<file path="src/rtl/amba_requester_pkg.sv">
// Shared types and defaults for the APB requester and the completer-side blocks.
package amba_pkg;

    localparam int AMBA_ADDR_W  = 32;
    localparam int AMBA_DATA_W  = 32;
    localparam int AMBA_TIMEOUT = 16;

    typedef enum logic [1:0] {
        IDLE   = 2'd0,
        SETUP  = 2'd1,
        ACCESS = 2'd2
    } apb_state_e;

    typedef struct packed {
        logic [AMBA_DATA_W-1:0] rdata;
        logic                   err;
        logic                   timeout;
    } apb_rsp_t;

    // Width of a counter that must be able to hold the value TIMEOUT.
    function automatic int wait_cnt_width(input int timeout);
        return $clog2(timeout + 1);
    endfunction

endpackage

</file>
<file path="src/rtl/amba_requester_if.sv">
// Command, response and APB bus signals of the requester, grouped for port passing.
interface amba_requester_if #(
    parameter int ADDR_W = amba_pkg::AMBA_ADDR_W,
    parameter int DATA_W = amba_pkg::AMBA_DATA_W
);
    logic              cmd_valid;
    logic              cmd_ready;
    logic              cmd_write;
    logic [ADDR_W-1:0] cmd_addr;
    logic [DATA_W-1:0] cmd_wdata;

    logic              rsp_valid;
    logic [DATA_W-1:0] rsp_rdata;
    logic              rsp_err;
    logic              rsp_timeout;

    logic [ADDR_W-1:0] PADDR;
    logic              PSEL;
    logic              PENABLE;
    logic              PWRITE;
    logic [DATA_W-1:0] PWDATA;
    logic [DATA_W-1:0] PRDATA;
    logic              PREADY;
    logic              PSLVERR;

    modport master (
        input  cmd_valid, cmd_write, cmd_addr, cmd_wdata,
        input  PRDATA, PREADY, PSLVERR,
        output cmd_ready, rsp_valid, rsp_rdata, rsp_err, rsp_timeout,
        output PADDR, PSEL, PENABLE, PWRITE, PWDATA
    );

    modport slave (
        output cmd_valid, cmd_write, cmd_addr, cmd_wdata,
        output PRDATA, PREADY, PSLVERR,
        input  cmd_ready, rsp_valid, rsp_rdata, rsp_err, rsp_timeout,
        input  PADDR, PSEL, PENABLE, PWRITE, PWDATA
    );
endinterface

</file>
<file path="src/rtl/amba_requester_wait_timer.sv">
// Consecutive-wait counter; o_expired flags that the current wait is the TIMEOUT-th one.
module amba_wait_timer
    import amba_pkg::*;
#(
    parameter int TIMEOUT = AMBA_TIMEOUT
) (
    input  logic clk,
    input  logic rst_n,
    input  logic i_clear,
    input  logic i_count_en,
    output logic o_expired
);
    localparam int                CNT_W = wait_cnt_width(TIMEOUT);
    localparam logic [CNT_W-1:0] LAST  = CNT_W'(TIMEOUT - 1);

    logic [CNT_W-1:0] r_count;

    always_ff @(posedge clk or negedge rst_n) begin
        if (!rst_n) begin
            r_count <= '0;
        end else if (i_clear) begin
            r_count <= '0;
        end else if (i_count_en) begin
            r_count <= r_count + 1'b1;
        end
    end

    // Expiry is not gated by the enable so the owner decides when it matters.
    assign o_expired = (r_count == LAST);

endmodule

</file>
<file path="src/rtl/amba_requester.sv">
// APB requester: runs one SETUP/ACCESS transfer per accepted command and reports it on a response strobe.
//   state  | meaning
//   IDLE   | bus idle, cmd_ready high
//   SETUP  | PSEL high, PENABLE low, address phase
//   ACCESS | PSEL and PENABLE high, waiting for PREADY or timeout
module amba_requester
    import amba_pkg::*;
#(
    parameter int ADDR_W  = AMBA_ADDR_W,
    parameter int DATA_W  = AMBA_DATA_W,
    parameter int TIMEOUT = AMBA_TIMEOUT
) (
    input  logic             PCLK,
    input  logic             PRESETn,
    amba_requester_if.master bus
);
    apb_state_e        r_state;
    apb_state_e        w_next_state;
    logic              w_accept;
    logic              w_complete;
    logic              w_abort;
    logic              w_count_en;
    logic              w_expired;

    logic [ADDR_W-1:0] r_paddr;
    logic              r_pwrite;
    logic [DATA_W-1:0] r_pwdata;
    logic              r_psel;
    logic              r_penable;
    logic              r_rsp_valid;
    logic [DATA_W-1:0] r_rsp_rdata;
    logic              r_rsp_err;
    logic              r_rsp_timeout;

    amba_wait_timer #(.TIMEOUT(TIMEOUT)) u_wait_timer (
        .clk        (PCLK),
        .rst_n      (PRESETn),
        .i_clear    (w_accept),
        .i_count_en (w_count_en),
        .o_expired  (w_expired)
    );

    always_ff @(posedge PCLK or negedge PRESETn) begin
        if (!PRESETn) begin
            r_state <= IDLE;
        end else begin
            r_state <= w_next_state;
        end
    end

    always_comb begin
        w_next_state = r_state;
        w_accept     = 1'b0;
        w_complete   = 1'b0;
        w_abort      = 1'b0;
        w_count_en   = 1'b0;
        case (r_state)
            IDLE: begin
                if (bus.cmd_valid) begin
                    w_accept     = 1'b1;
                    w_next_state = SETUP;
                end
            end
            SETUP: begin
                w_next_state = ACCESS;
            end
            ACCESS: begin
                if (bus.PREADY) begin
                    w_complete   = 1'b1;
                    w_next_state = IDLE;
                end else begin
                    w_count_en = 1'b1;
                    if (w_expired) begin
                        w_abort      = 1'b1;
                        w_next_state = IDLE;
                    end
                end
            end
            default: begin
                w_next_state = IDLE;
            end
        endcase
    end

    // Bus strobes are registered from the next state so they line up with the state register.
    always_ff @(posedge PCLK or negedge PRESETn) begin
        if (!PRESETn) begin
            r_paddr       <= '0;
            r_pwrite      <= 1'b0;
            r_pwdata      <= '0;
            r_psel        <= 1'b0;
            r_penable     <= 1'b0;
            r_rsp_valid   <= 1'b0;
            r_rsp_rdata   <= '0;
            r_rsp_err     <= 1'b0;
            r_rsp_timeout <= 1'b0;
        end else begin
            if (w_accept) begin
                r_paddr  <= bus.cmd_addr;
                r_pwrite <= bus.cmd_write;
                r_pwdata <= bus.cmd_wdata;
            end
            r_psel      <= (w_next_state != IDLE);
            r_penable   <= (w_next_state == ACCESS);
            r_rsp_valid <= w_complete | w_abort;
            if (w_complete) begin
                r_rsp_rdata   <= r_pwrite ? '0 : bus.PRDATA;
                r_rsp_err     <= bus.PSLVERR;
                r_rsp_timeout <= 1'b0;
            end else if (w_abort) begin
                r_rsp_rdata   <= '0;
                r_rsp_err     <= 1'b1;
                r_rsp_timeout <= 1'b1;
            end
        end
    end

    assign bus.cmd_ready   = (r_state == IDLE);
    assign bus.PADDR       = r_paddr;
    assign bus.PWRITE      = r_pwrite;
    assign bus.PWDATA      = r_pwdata;
    assign bus.PSEL        = r_psel;
    assign bus.PENABLE     = r_penable;
    assign bus.rsp_valid   = r_rsp_valid;
    assign bus.rsp_rdata   = r_rsp_rdata;
    assign bus.rsp_err     = r_rsp_err;
    assign bus.rsp_timeout = r_rsp_timeout;

endmodule
</file>
<file path="src/flat_wrapper.sv">
// flat-port wrapper written by rule: the top's interface ports become plain ports
module amba_requester_flat import amba_pkg::*;
#(
    parameter int ADDR_W  = AMBA_ADDR_W,
    parameter int DATA_W  = AMBA_DATA_W,
    parameter int TIMEOUT = AMBA_TIMEOUT
)
  (PCLK, PRESETn, bus_cmd_valid, bus_cmd_write, bus_cmd_addr, bus_cmd_wdata, bus_PRDATA, bus_PREADY, bus_PSLVERR, bus_cmd_ready, bus_rsp_valid, bus_rsp_rdata, bus_rsp_err, bus_rsp_timeout, bus_PADDR, bus_PSEL, bus_PENABLE, bus_PWRITE, bus_PWDATA);
  amba_requester_if #(.ADDR_W(ADDR_W), .DATA_W(DATA_W)) bus_i ();
  input  logic PCLK;
  input  logic PRESETn;
  input wire logic [$bits(bus_i.cmd_valid)-1:0] bus_cmd_valid;
  input wire logic [$bits(bus_i.cmd_write)-1:0] bus_cmd_write;
  input wire logic [$bits(bus_i.cmd_addr)-1:0] bus_cmd_addr;
  input wire logic [$bits(bus_i.cmd_wdata)-1:0] bus_cmd_wdata;
  input wire logic [$bits(bus_i.PRDATA)-1:0] bus_PRDATA;
  input wire logic [$bits(bus_i.PREADY)-1:0] bus_PREADY;
  input wire logic [$bits(bus_i.PSLVERR)-1:0] bus_PSLVERR;
  output wire logic [$bits(bus_i.cmd_ready)-1:0] bus_cmd_ready;
  output wire logic [$bits(bus_i.rsp_valid)-1:0] bus_rsp_valid;
  output wire logic [$bits(bus_i.rsp_rdata)-1:0] bus_rsp_rdata;
  output wire logic [$bits(bus_i.rsp_err)-1:0] bus_rsp_err;
  output wire logic [$bits(bus_i.rsp_timeout)-1:0] bus_rsp_timeout;
  output wire logic [$bits(bus_i.PADDR)-1:0] bus_PADDR;
  output wire logic [$bits(bus_i.PSEL)-1:0] bus_PSEL;
  output wire logic [$bits(bus_i.PENABLE)-1:0] bus_PENABLE;
  output wire logic [$bits(bus_i.PWRITE)-1:0] bus_PWRITE;
  output wire logic [$bits(bus_i.PWDATA)-1:0] bus_PWDATA;
  assign bus_i.cmd_valid = bus_cmd_valid;
  assign bus_i.cmd_write = bus_cmd_write;
  assign bus_i.cmd_addr = bus_cmd_addr;
  assign bus_i.cmd_wdata = bus_cmd_wdata;
  assign bus_i.PRDATA = bus_PRDATA;
  assign bus_i.PREADY = bus_PREADY;
  assign bus_i.PSLVERR = bus_PSLVERR;
  assign bus_cmd_ready = bus_i.cmd_ready;
  assign bus_rsp_valid = bus_i.rsp_valid;
  assign bus_rsp_rdata = bus_i.rsp_rdata;
  assign bus_rsp_err = bus_i.rsp_err;
  assign bus_rsp_timeout = bus_i.rsp_timeout;
  assign bus_PADDR = bus_i.PADDR;
  assign bus_PSEL = bus_i.PSEL;
  assign bus_PENABLE = bus_i.PENABLE;
  assign bus_PWRITE = bus_i.PWRITE;
  assign bus_PWDATA = bus_i.PWDATA;
  amba_requester #(.ADDR_W(ADDR_W), .DATA_W(DATA_W), .TIMEOUT(TIMEOUT)) u_core (.PCLK(PCLK), .PRESETn(PRESETn), .bus(bus_i));
endmodule
</file>
<file path="config.mk">
export PLATFORM = sky130hd
export DESIGN_NAME = amba_requester_flat
export DESIGN_NICKNAME = d
export VERILOG_FILES = /design/src/rtl/amba_requester_pkg.sv /design/src/rtl/amba_requester_if.sv /design/src/rtl/amba_requester_wait_timer.sv /design/src/rtl/amba_requester.sv /design/src/flat_wrapper.sv
export SDC_FILE = /design/constraint.sdc
export NUM_CORES = 1
export LEC_CHECK = 0
export ABC_AREA = 1
export ABC_CLOCK_PERIOD_IN_PS = 1300
export CORE_MARGIN = 4
export CORE_UTILIZATION = 37
export CTS_CLUSTER_SIZE = 12
export DETAILED_ROUTE_END_ITERATION = 16
export PLACE_DENSITY = 0.8
export SYNTH_ARGS = -nofsm -noshare
export SYNTH_HDL_FRONTEND = slang
export SYNTH_SLANG_ARGS = --single-unit
</file>
<file path="constraint.sdc">
create_clock -name PCLK -period 1.3 [get_ports PCLK]
set_input_delay 0.26 -clock PCLK [delete_from_list [all_inputs] [get_ports PCLK]]
set_output_delay 0.26 -clock PCLK [all_outputs]
set_load 0.02 [all_outputs]
</file>
==> impl_results.rst <==
.. list-table::
   :header-rows: 1

   * - Metric
     - Value
   * - Max-cap violation count
     - 0
   * - Sum of buffers and inverters on the critical path
     - 1
   * - Largest net degree at the start of global routing
     - 72
   * - Final cell utilization of the core
     - 63.7%
   * - Xor and xnor fraction of the mapped netlist area
     - 0%
   * - Category of the critical setup timing path
     - reg -> reg
   * - Floorplan die height
     - 115 µm
   * - Most frequent cell on the critical path
     - nand2_1
   * - Post-route minimum period
     - 1.43 ns
   * - Critical path launch point type
     - register
   * - Top Ports
     - 205
   * - Minimum setup slack in the final design
     - -0.128 ns
   * - Cell row count
     - 38
   * - Global-route wire length before repair
     - 19200 µm
   * - Max stage delay cell, worst path
     - dfrtp_1
   * - Power Density
     - 2420 mW/mm²
   * - Via count of the first global-routing pass
     - 3980
   * - Longest Clk Path Bufs
     - 2
   * - Total overflow reported by the global router
     - 0
   * - Clock tree from TritonCTS
     - built
   * - Layout overhead on the synthesized area
     - 65.8%
   * - Multiplexer area fraction after synthesis
     - 0.237%
   * - Period utilisation layout
     - 110%
   * - Count of distinct cell types in the synthesized netlist
     - 19
   * - Arithmetic-cell share of the synthesized area counting full adders, half adders and majority gates
     - 0.593%
   * - Accumulated negative setup slack
     - -3.31 ns
   * - Overall Global Routing Usage
     - 18.2%
   * - Series of cell instances along the critical path
     - ha_2 -> nand2_4 -> nor2_4 -> ha_4 -> o21ai_4 -> buf_6 -> nand2_1 -> nand2_1
   * - Average cell area after synthesis
     - 9.01 µm²
   * - Layout cells sized above 1
     - 20.5%
   * - Number of DRC violations after detailed routing
     - 0
   * - Maximum resistive drop on vdd
     - 1.06 mV
   * - Clock slew seen by the registers of the worst setup and hold paths
     - 0.07 ns
   * - Hold violation total from the final report
     - 0
   * - Post-synthesis instance area
     - 0.00422 mm²
   * - Largest family of logic cells by synthesized area
     - simple AND/OR/NAND/NOR gates
   * - CTS Buf Count
     - 9
   * - Sink Count
     - 109
   * - Worst hold path class
     - in -> reg
   * - Clock Tree Root
     - clkbuf_16
   * - Delay of the slowest cell on the worst path
     - 0.38 ns
   * - Total of warnings raised by yosys
     - 0
   * - Data required time at the worst endpoint
     - 1.57 ns
   * - Floorplan die width
     - 115 µm
   * - Net count after synthesis
     - 572
   * - Simple-gate portion of the synthesized area
     - 29.1%
   * - Endpoint kind of the worst setup timing path
     - register
   * - Number of antenna-violating nets in the routed design
     - 0
   * - Unrepaired setup endpoints after global routing
     - true
   * - Antenna diode count
     - 0
   * - Critical path data arrival time
     - 1.69 ns
   * - Detail-routed net length per standard cell
     - 15.7 µm
   * - Core outline area
     - 0.0110 mm²
   * - Via density per instance
     - 4.69
   * - Slew at the pin closest to its max-slew limit
     - 0.476 ns
   * - Compound-Gate Fraction of Synth Area
     - 1.36%
   * - Source-to-sink clock delay at the later pin of the worst-skew pair
     - 0.33 ns
   * - Count of vias placed by the detailed router
     - 3939
   * - Cell class contributing the biggest share of worst-path delay
     - flip-flops
   * - Post-layout nets
     - 800
   * - Starting density of the core
     - 38.4%
   * - DP Wirelength
     - 8470 µm
   * - Endpoints failing setup
     - 34
   * - 1st-iter DRT viols
     - 216
   * - Total number of H-tree levels
     - 3
   * - Result of the run
     - complete, but fails checks
   * - Weighted congestion at the end of routability-driven global placement
     - 0.813
   * - Final wirelength
     - 13100 µm
   * - Instance count of the mapped netlist
     - 468
   * - Antenna violations before repair
     - 0
   * - Leakage Power
     - 3.61 nW
   * - Critical path fanouts, max
     - 13
   * - Sum of internal, switching and leakage power
     - 16.9 mW
   * - Setup skew after layout
     - 0.00568 ns
   * - Max Fclk
     - 0.700 GHz
   * - Number of buffers inserted by port buffering
     - 204
   * - Iteration count of the initial detailed-routing pass
     - 4
   * - Count of pins over their slew limit
     - 0
   * - Die Outline Area
     - 0.0132 mm²
   * - Sequential-to-total area share from yosys stat
     - 64.7%
   * - Number of flip-flops and latches in the synthesized netlist
     - 109
   * - Failing checks
     - setup timing
   * - Max transition margin
     - 68.3%
final timing paths:
kind	from	endpoint	slack [ns]	cells past startpoint
worst max-delay path	u_core.u_wait_timer.r_count[0]	u_core.bus.rsp_rdata[4]	-0.13	8
worst min-delay path	bus_cmd_addr[26]	u_core.bus.PADDR[26]	0.45	3
worst max register to register	u_core.u_wait_timer.r_count[0]	u_core.bus.rsp_rdata[4]	-0.13	8
worst min register to register	u_core.bus.PADDR[18]	u_core.bus.PADDR[18]	0.47	2
max in group asynchronous	PRESETn	u_core.bus.PADDR[11]	0.40	3
min in group asynchronous	PRESETn	u_core.bus.rsp_rdata[23]	0.49	3
sequential cells by signal, summed over array words and instances, names as in the netlist:
signal and flops:
u_core.bus.rsp_err 1, u_core.bus.rsp_valid 1, u_core.r_state 2, u_core.bus.PWDATA 32
u_core.bus.rsp_rdata 32, u_core.bus.PWRITE 1, u_core.bus.PSEL 1, u_core.bus.rsp_timeout 1
u_core.bus.PADDR 32, u_core.bus.PENABLE 1, u_core.u_wait_timer.r_count 5
area by class of cell:
type                            instances  area [µm²]
Fill cell                             910        3990
Sequential cell                       109        2730
Timing Repair Buffer                  238        2290
Multi-Input combinational cell        326        1440
Clock buffer                            9         225
Tap cell                              140         175
Clock inverter                          5        77.6
Inverter                               11        53.8
Timing Repair inverter                  1        11.3
per-layer routing:
layer / vias up / share of wire, % / track usage [%]
li1: 1902 / - / -
met1: 1856 / 42 / 24.0
met2: 162 / 48 / 28.9
met3: 19 / 8.0 / 4.84
met4: 0 / 1.8 / 6.81
met5: - / 0 / 0
synthesized netlist by cell type (all sizes together):
master	count	share of area, %
ha	2	0.59
a21oi	2	0.24
buf	17	2.5
dfrtp	109	65
o21ai	6	0.80
mux2i	1	0.24
o22ai	1	0.15
nand3	35	4.2
clkbuf	6	0.53
nor2	7	0.86
o211ai	1	0.18
inv	11	0.98
nand2	270	24
cells by family (layout without fill, tap and decap cells):
group,Yosys count,count (layout)
compound gates,10,10
mux,1,1
buf+inv,34,264
simple gates,312,313
flops,109,109
fa+ha+maj,2,2
cells in the final DEF (no fill, tap or decap), types with 3 or more instances in the layout:
cell / instances
inv_1: 9
nand2_1: 258
buf_6: 13
clkdlybuf4s15_2: 15
nor2_4: 4
nand2_2: 9
nand2_4: 3
clkbuf_2: 54
clkdlybuf4s50_1: 100
nor2_1: 3
clkdlybuf4s15_1: 32
nand3_1: 35
buf_4: 9
buf_12: 5
dfrtp_1: 109
o21ai_1: 3
clkbuf_16: 15
repair_timing:
action	in CTS	in global routing
pin swaps	0	11
hold endpoints to repair	71	0
resized for setup	223	100
setup endpoints to repair	165	167
setup buffers	3	1
hold buffers	1	0
cloned	1	14
power by group:
part           total, mW  internal, mW  switching [mW]
sequential          5.84          4.95           0.887
combinational       8.26          3.34            4.92
clock               2.81          1.66            1.15
total               16.9          9.95            6.96
tightest hold or removal path: cells and delay by family:
family                 cells  cell delay, ns
buffers and inverters      1            0.39
and+or+nand+nor            2            0.10
stage by stage:
step	worst slack [ns]	cells	cell area (µm²)	hold slack, ns
floorplan	-0.0630	468	4250	-0.0356
global placement	-0.0986	808	6550	0.295
detailed placement	-0.153	808	6550	0.308
CTS	-0.177	827	6940	0.441
global route	-0.235	839	6990	0.452
finish	-0.128	839	6990	0.455
Note: power is estimated with default switching activity, not from simulation.
==> edit 1 (same flow settings) <==
The 3 states of `apb_state_e` get a one-hot encoding in 3 bits.
--- a/src/rtl/amba_requester_pkg.sv
+++ b/src/rtl/amba_requester_pkg.sv
@@ -6,8 +6,8 @@
     localparam int AMBA_TIMEOUT = 16;
 
-    typedef enum logic [1:0] {
-        IDLE   = 2'd0,
-        SETUP  = 2'd1,
-        ACCESS = 2'd2
+    typedef enum logic [2:0] {
+        IDLE   = 3'b001,
+        SETUP  = 3'b010,
+        ACCESS = 3'b100
     } apb_state_e;
 
Function: no difference found for any inputs over 10 cycles, from zero or initial values and one cycle with PRESETn low; not proved beyond that.
==> edit 1 against the original RTL <==
- the flow still finishes with violations (negative setup slack)
- maximum frequency down 5.5%
- via count grew 3.2%
- worst setup slack got worse by 0.083 ns
- total power is 0.42% lower
- synthesized area up 4.2%
- sequential cell count increased by 1
- routed wire length increased by 2.7%
- highest routed layer is now met5
- design area is 7.6% higher
- critical endpoint is now bus_cmd_ready
==> edit 1: results (changes against the original RTL) <==
| Group | Parameter | Reported | vs unedited |
| --- | --- | --- | --- |
| power | IR drop worst, VDD | 0.00127 V | +20% |
| drt | Number of DRC violations after detailed-routing iteration 0 | 351 | +63% |
| placement | Placed Cells | 829 | +2.6% |
| worst setup path | Worst R2R End | u_core.r_state[0] |  |
| power | Leakage dissipation | 3.94 nW | +9.0% |
| placement | Setup slack after placement | -0.286 ns | -0.133 ns |
| logic synthesis | Mux cell area share after synthesis | 0% | -0.24 points |
| timing | Setup-violating endpoint count in the final report | 109 | +220% |
| drt | Via count normalized by instance count | 4.72 | +0.56% |
| power | Combinational Power Share | 50.2% | +1.3 points |
| logic synthesis | Post-Synth Adder-Cell Area | 0.854% | +0.26 points |
| worst setup path | Cell with the largest stage delay on the worst path | sky130_fd_sc_hd__dfstp_2 |  |
| run status | Outcome | complete, but fails checks |  |
| logic synthesis | Area contributors post-synth | sky130_fd_sc_hd__dfrtp_1, sky130_fd_sc_hd__nand2_1, sky130_fd_sc_hd__nand3_1 |  |
| finish | Share of layout cells above drive strength 1 | 35.5% | +15 points |
| logic synthesis | Fraction of the yosys area taken by sequential cells | 62.7% | -2.0 points |
| worst setup path | CP max stage delay | 0.53 ns | +0.15 ns |
| placement | Weighted congestion at the end of routability-driven global placement | 0.776 | -4.5% |
| hold path | Worst Min Path Start | bus_PRDATA[28] |  |
| run status | Failing checks | negative setup slack |  |
| power | Power Density | 2240 nW/um2 | -7.5% |
| timing | PnR worst setup slack | -0.211 ns | -0.0831 ns |
| grt | Overall Global Routing Usage | 18.1% | -0.097 points |
| grt | First-pass GRT wire length | 19,400 um | +1.0% |
| logic synthesis | Area share of xor/xnor cells in the synthesized design | 0.199% | +0.20 points |
| grt | Largest net degree at the start of global routing | 61 | -15% |
==> edit 1: changes by cell type after synthesis, sizes merged, moves of 3 or more <==
cell / unedited run / this run
o21ai: 6 / 0
clkbuf: 6 / 3
nand3: 35 / 45
nand2: 270 / 277
buf: 17 / 22
nand4: 0 / 4
==> edit 1: worst max path at each step <==
stage | start | end | slack [ns] | depth (start not counted)
3_5_place_dp | u_core.r_state[0] | bus_cmd_ready | -0.29 | 5
3_3_place_gp | u_core.r_state[0] | bus_cmd_ready | -0.30 | 5
5_1_grt | u_core.r_state[0] | bus_cmd_ready | -0.28 | 5
6_report | u_core.r_state[0] | bus_cmd_ready | -0.21 | 5
2_1_floorplan | u_core.u_wait_timer.r_count[0] | u_core.bus.rsp_rdata[10] | -0.16 | 8
4_1_cts | u_core.r_state[0] | u_core.bus.PWDATA[2] | -0.21 | 7
==> edit 1: area by class of cell <==
class	instances	area [um2]
Inverter	12	52.6
Sequential cell	110	2750
Multi-Input combinational cell	338	1910
Timing Repair Buffer	242	2360
Tap cell	143	179
Clock inverter	3	20.0
Clock buffer	13	250
Fill cell	932	3990
==> edit 1: timing repair <==
item / in CTS / in global routing
pin swaps: 2 / 41
cloned: 2 / 6
resized for setup: 241 / 213
setup buffers: 1 / 6
setup endpoints to repair: 208 / 174
hold endpoints to repair: 109 / 0
hold buffers: 1 / 0
==> edit 1: layer usage <==
| metal | global-route usage (%) | vias to the layer above | share of wire (%) |
|---|---|---|---|
| met1 | 23.4 | 1933 | 43 |
| met5 | 0 | - | 0.037 |
| met2 | 29.4 | 165 | 48 |
| met4 | 6.80 | 2 | 1.5 |
| li1 | - | 1951 | - |
| met3 | 4.52 | 14 | 7.9 |
==> edit 2 (config.mk and constraints unchanged) <==
Made on the original files. Set the package constant `AMBA_TIMEOUT` to 17 (it was 16).
--- a/src/rtl/amba_requester_pkg.sv
+++ b/src/rtl/amba_requester_pkg.sv
@@ -4,5 +4,5 @@
     localparam int AMBA_ADDR_W  = 32;
     localparam int AMBA_DATA_W  = 32;
-    localparam int AMBA_TIMEOUT = 16;
+    localparam int AMBA_TIMEOUT = 17;
 
     typedef enum logic [1:0] {
Behaviour: no difference found for any inputs over 10 cycles, from zero or initial values and one cycle with PRESETn low; that may be too few to reach the edited logic, so the function may still have changed.
==> edit 2 against the original RTL <==
- the flow still finishes with violations (negative setup slack)
- worst setup slack better by 0.0078 ns
- routed wire length grew 14%
- largest cell class unchanged
- die area grew 2.9%
- synthesized area is 3.1% higher
- sequential cell count stayed put
- design area grew 6.8%
- total power up 3.2%
- final cell count up 3.3%
==> edit 2: results (changes against the original RTL) <==
| Group | Parameter | Reported | vs unedited |
| --- | --- | --- | --- |
| run status | Outcome | complete, but fails checks |  |
| run status | Failing checks | negative setup slack |  |
| placement | Weighted congestion at the end of routability-driven global placement | 0.757 | -6.8% |
| grt | Overall Global Routing Usage | 20.0% | +1.8 points |
| grt | Largest net degree at the start of global routing | 50 | -31% |
| logic synthesis | Synth Area in Compound Gates | 0.576% | -0.79 points |
| finish | Number of buffers outside the clock class in the layout | 251 | +5.5% |
| finish | Multi-input gate share of the layout cell area | 24.0% | +3.5 points |
| timing | Setup-violating endpoint count in the final report | 69 | +100% |
| power | Total sequential power | 0.00594 W | +2% |
| logic synthesis | Number of different library cells in the post-synthesis netlist | 21 | +2 |
| grt | Via count of the first global-routing pass | 4,410 | +11% |
| logic synthesis | Cells after Synth | 476 | +1.7% |
| clocking | Post-CTS setup buffer count | 10 | +7 |
| worst setup path | Largest fanout of any net on the critical path | 7 | -6 |
| finish | Proportion of final cell area spent on non-clock buffers | 32.3% | -0.37 points |
| logic synthesis | Synth Net Count | 580 | +1.4% |
| finish | Multi-input combinational cell count | 341 | +4.6% |
| timing | Layout Skew | 0.00930 ns | +0.00362 ns |
| logic synthesis | Fraction of the yosys area taken by sequential cells | 62.7% | -2.0 points |
| placement | Placed Cells | 821 | +1.6% |
| worst setup path | Arrival time at the worst endpoint | 1.64 ns | -0.05 ns |
| power | Leakage dissipation | 3.76 nW | +4.1% |
| timing | Pin slew with the least headroom to its limit | 0.354 ns | -0.122 ns |
| logic synthesis | Post-Synth Adder-Cell Area | 0.576% | -0.018 points |
| timing | Final hold slack | 0.376 ns | -0.0784 ns |
| power | Power Density | 2340 nW/um2 | -3.4% |
| power | IR drop worst, VDD | 0.00114 V | +8.2% |
| finish | Final standard cell count with taps included and fillers excluded | 867 | +3.3% |
| clocking | Root buffer selected by CTS | sky130_fd_sc_hd__clkbuf_16 |  |
| placement | Area after DPL | 6650 um2 | +1.5% |
| finish | Register fraction of the total cell area | 36.5% | -2.5 points |
| logic synthesis | Commonest cells in the synthesized netlist | sky130_fd_sc_hd__nand2_1, sky130_fd_sc_hd__dfrtp_1, sky130_fd_sc_hd__nand3_1, sky130_fd_sc_hd__inv_1 |  |
| placement | Setup slack after placement | -0.287 ns | -0.134 ns |
| worst setup path | Worst setup path endpoint | u_core.bus.rsp_rdata[19] |  |
| drt | Via count normalized by instance count | 4.92 | +4.8% |
| power | Switching part of the total | 41.3% | +0.15 points |
| drt | Post-DR wirelength/cell | 17.2 um | +10% |
| drt | Number of DRC violations after detailed-routing iteration 0 | 243 | +13% |
| hold path | Kind of path behind the tightest hold check | in -> async |  |
| placement | Placed wire-length estimate after detailed placement | 8930 um | +5.5% |
| finish | Clock distribution area overhead in the final layout | 4.07% | -0.26 points |
| grt | First-pass GRT wire length | 21,300 um | +11% |
| clocking | Gates resized, CTS repair | 280 | +26% |
| finish | Number of logic inverters in the finished layout | 9 | -3 |
| timing | PnR worst setup slack | -0.120 ns | +0.00780 ns |
| power | Power in the clock group | 0.00286 W | +2% |
| finish | Share of layout cells above drive strength 1 | 32.2% | +12 points |
edit 2: changes by cell type after synthesis, sizes merged:
cell,before,now
nand3,35,40
nand4,0,3
mux2i,1,0
inv,11,9
o211ai,1,0
o22ai,1,0
o21ai,6,3
nand2,270,278
edit 2: per-layer routing:
layer	vias to the layer above	part of all wire, %	track usage [%]	wire length (um)
li1	1967	-	-	-
met1	2070	37	23.2	5460
met2	200	52	35.4	7730
met3	27	9.2	5.91	1380
met4	0	2.5	6.73	370
met5	-	0	0	0
edit 2: worst max-delay path, stage by stage, from the launching register on:
cell and delay, ns:
sky130_fd_sc_hd__dfrtp_1 0.40, sky130_fd_sc_hd__inv_2 0.09, sky130_fd_sc_hd__ha_4 0.13, sky130_fd_sc_hd__nand2_4 0.06, sky130_fd_sc_hd__nor2_4 0.15, sky130_fd_sc_hd__buf_12 0.22, sky130_fd_sc_hd__nand2_8 0.09, sky130_fd_sc_hd__nand3_2 0.09
sky130_fd_sc_hd__nand2_2 0.07
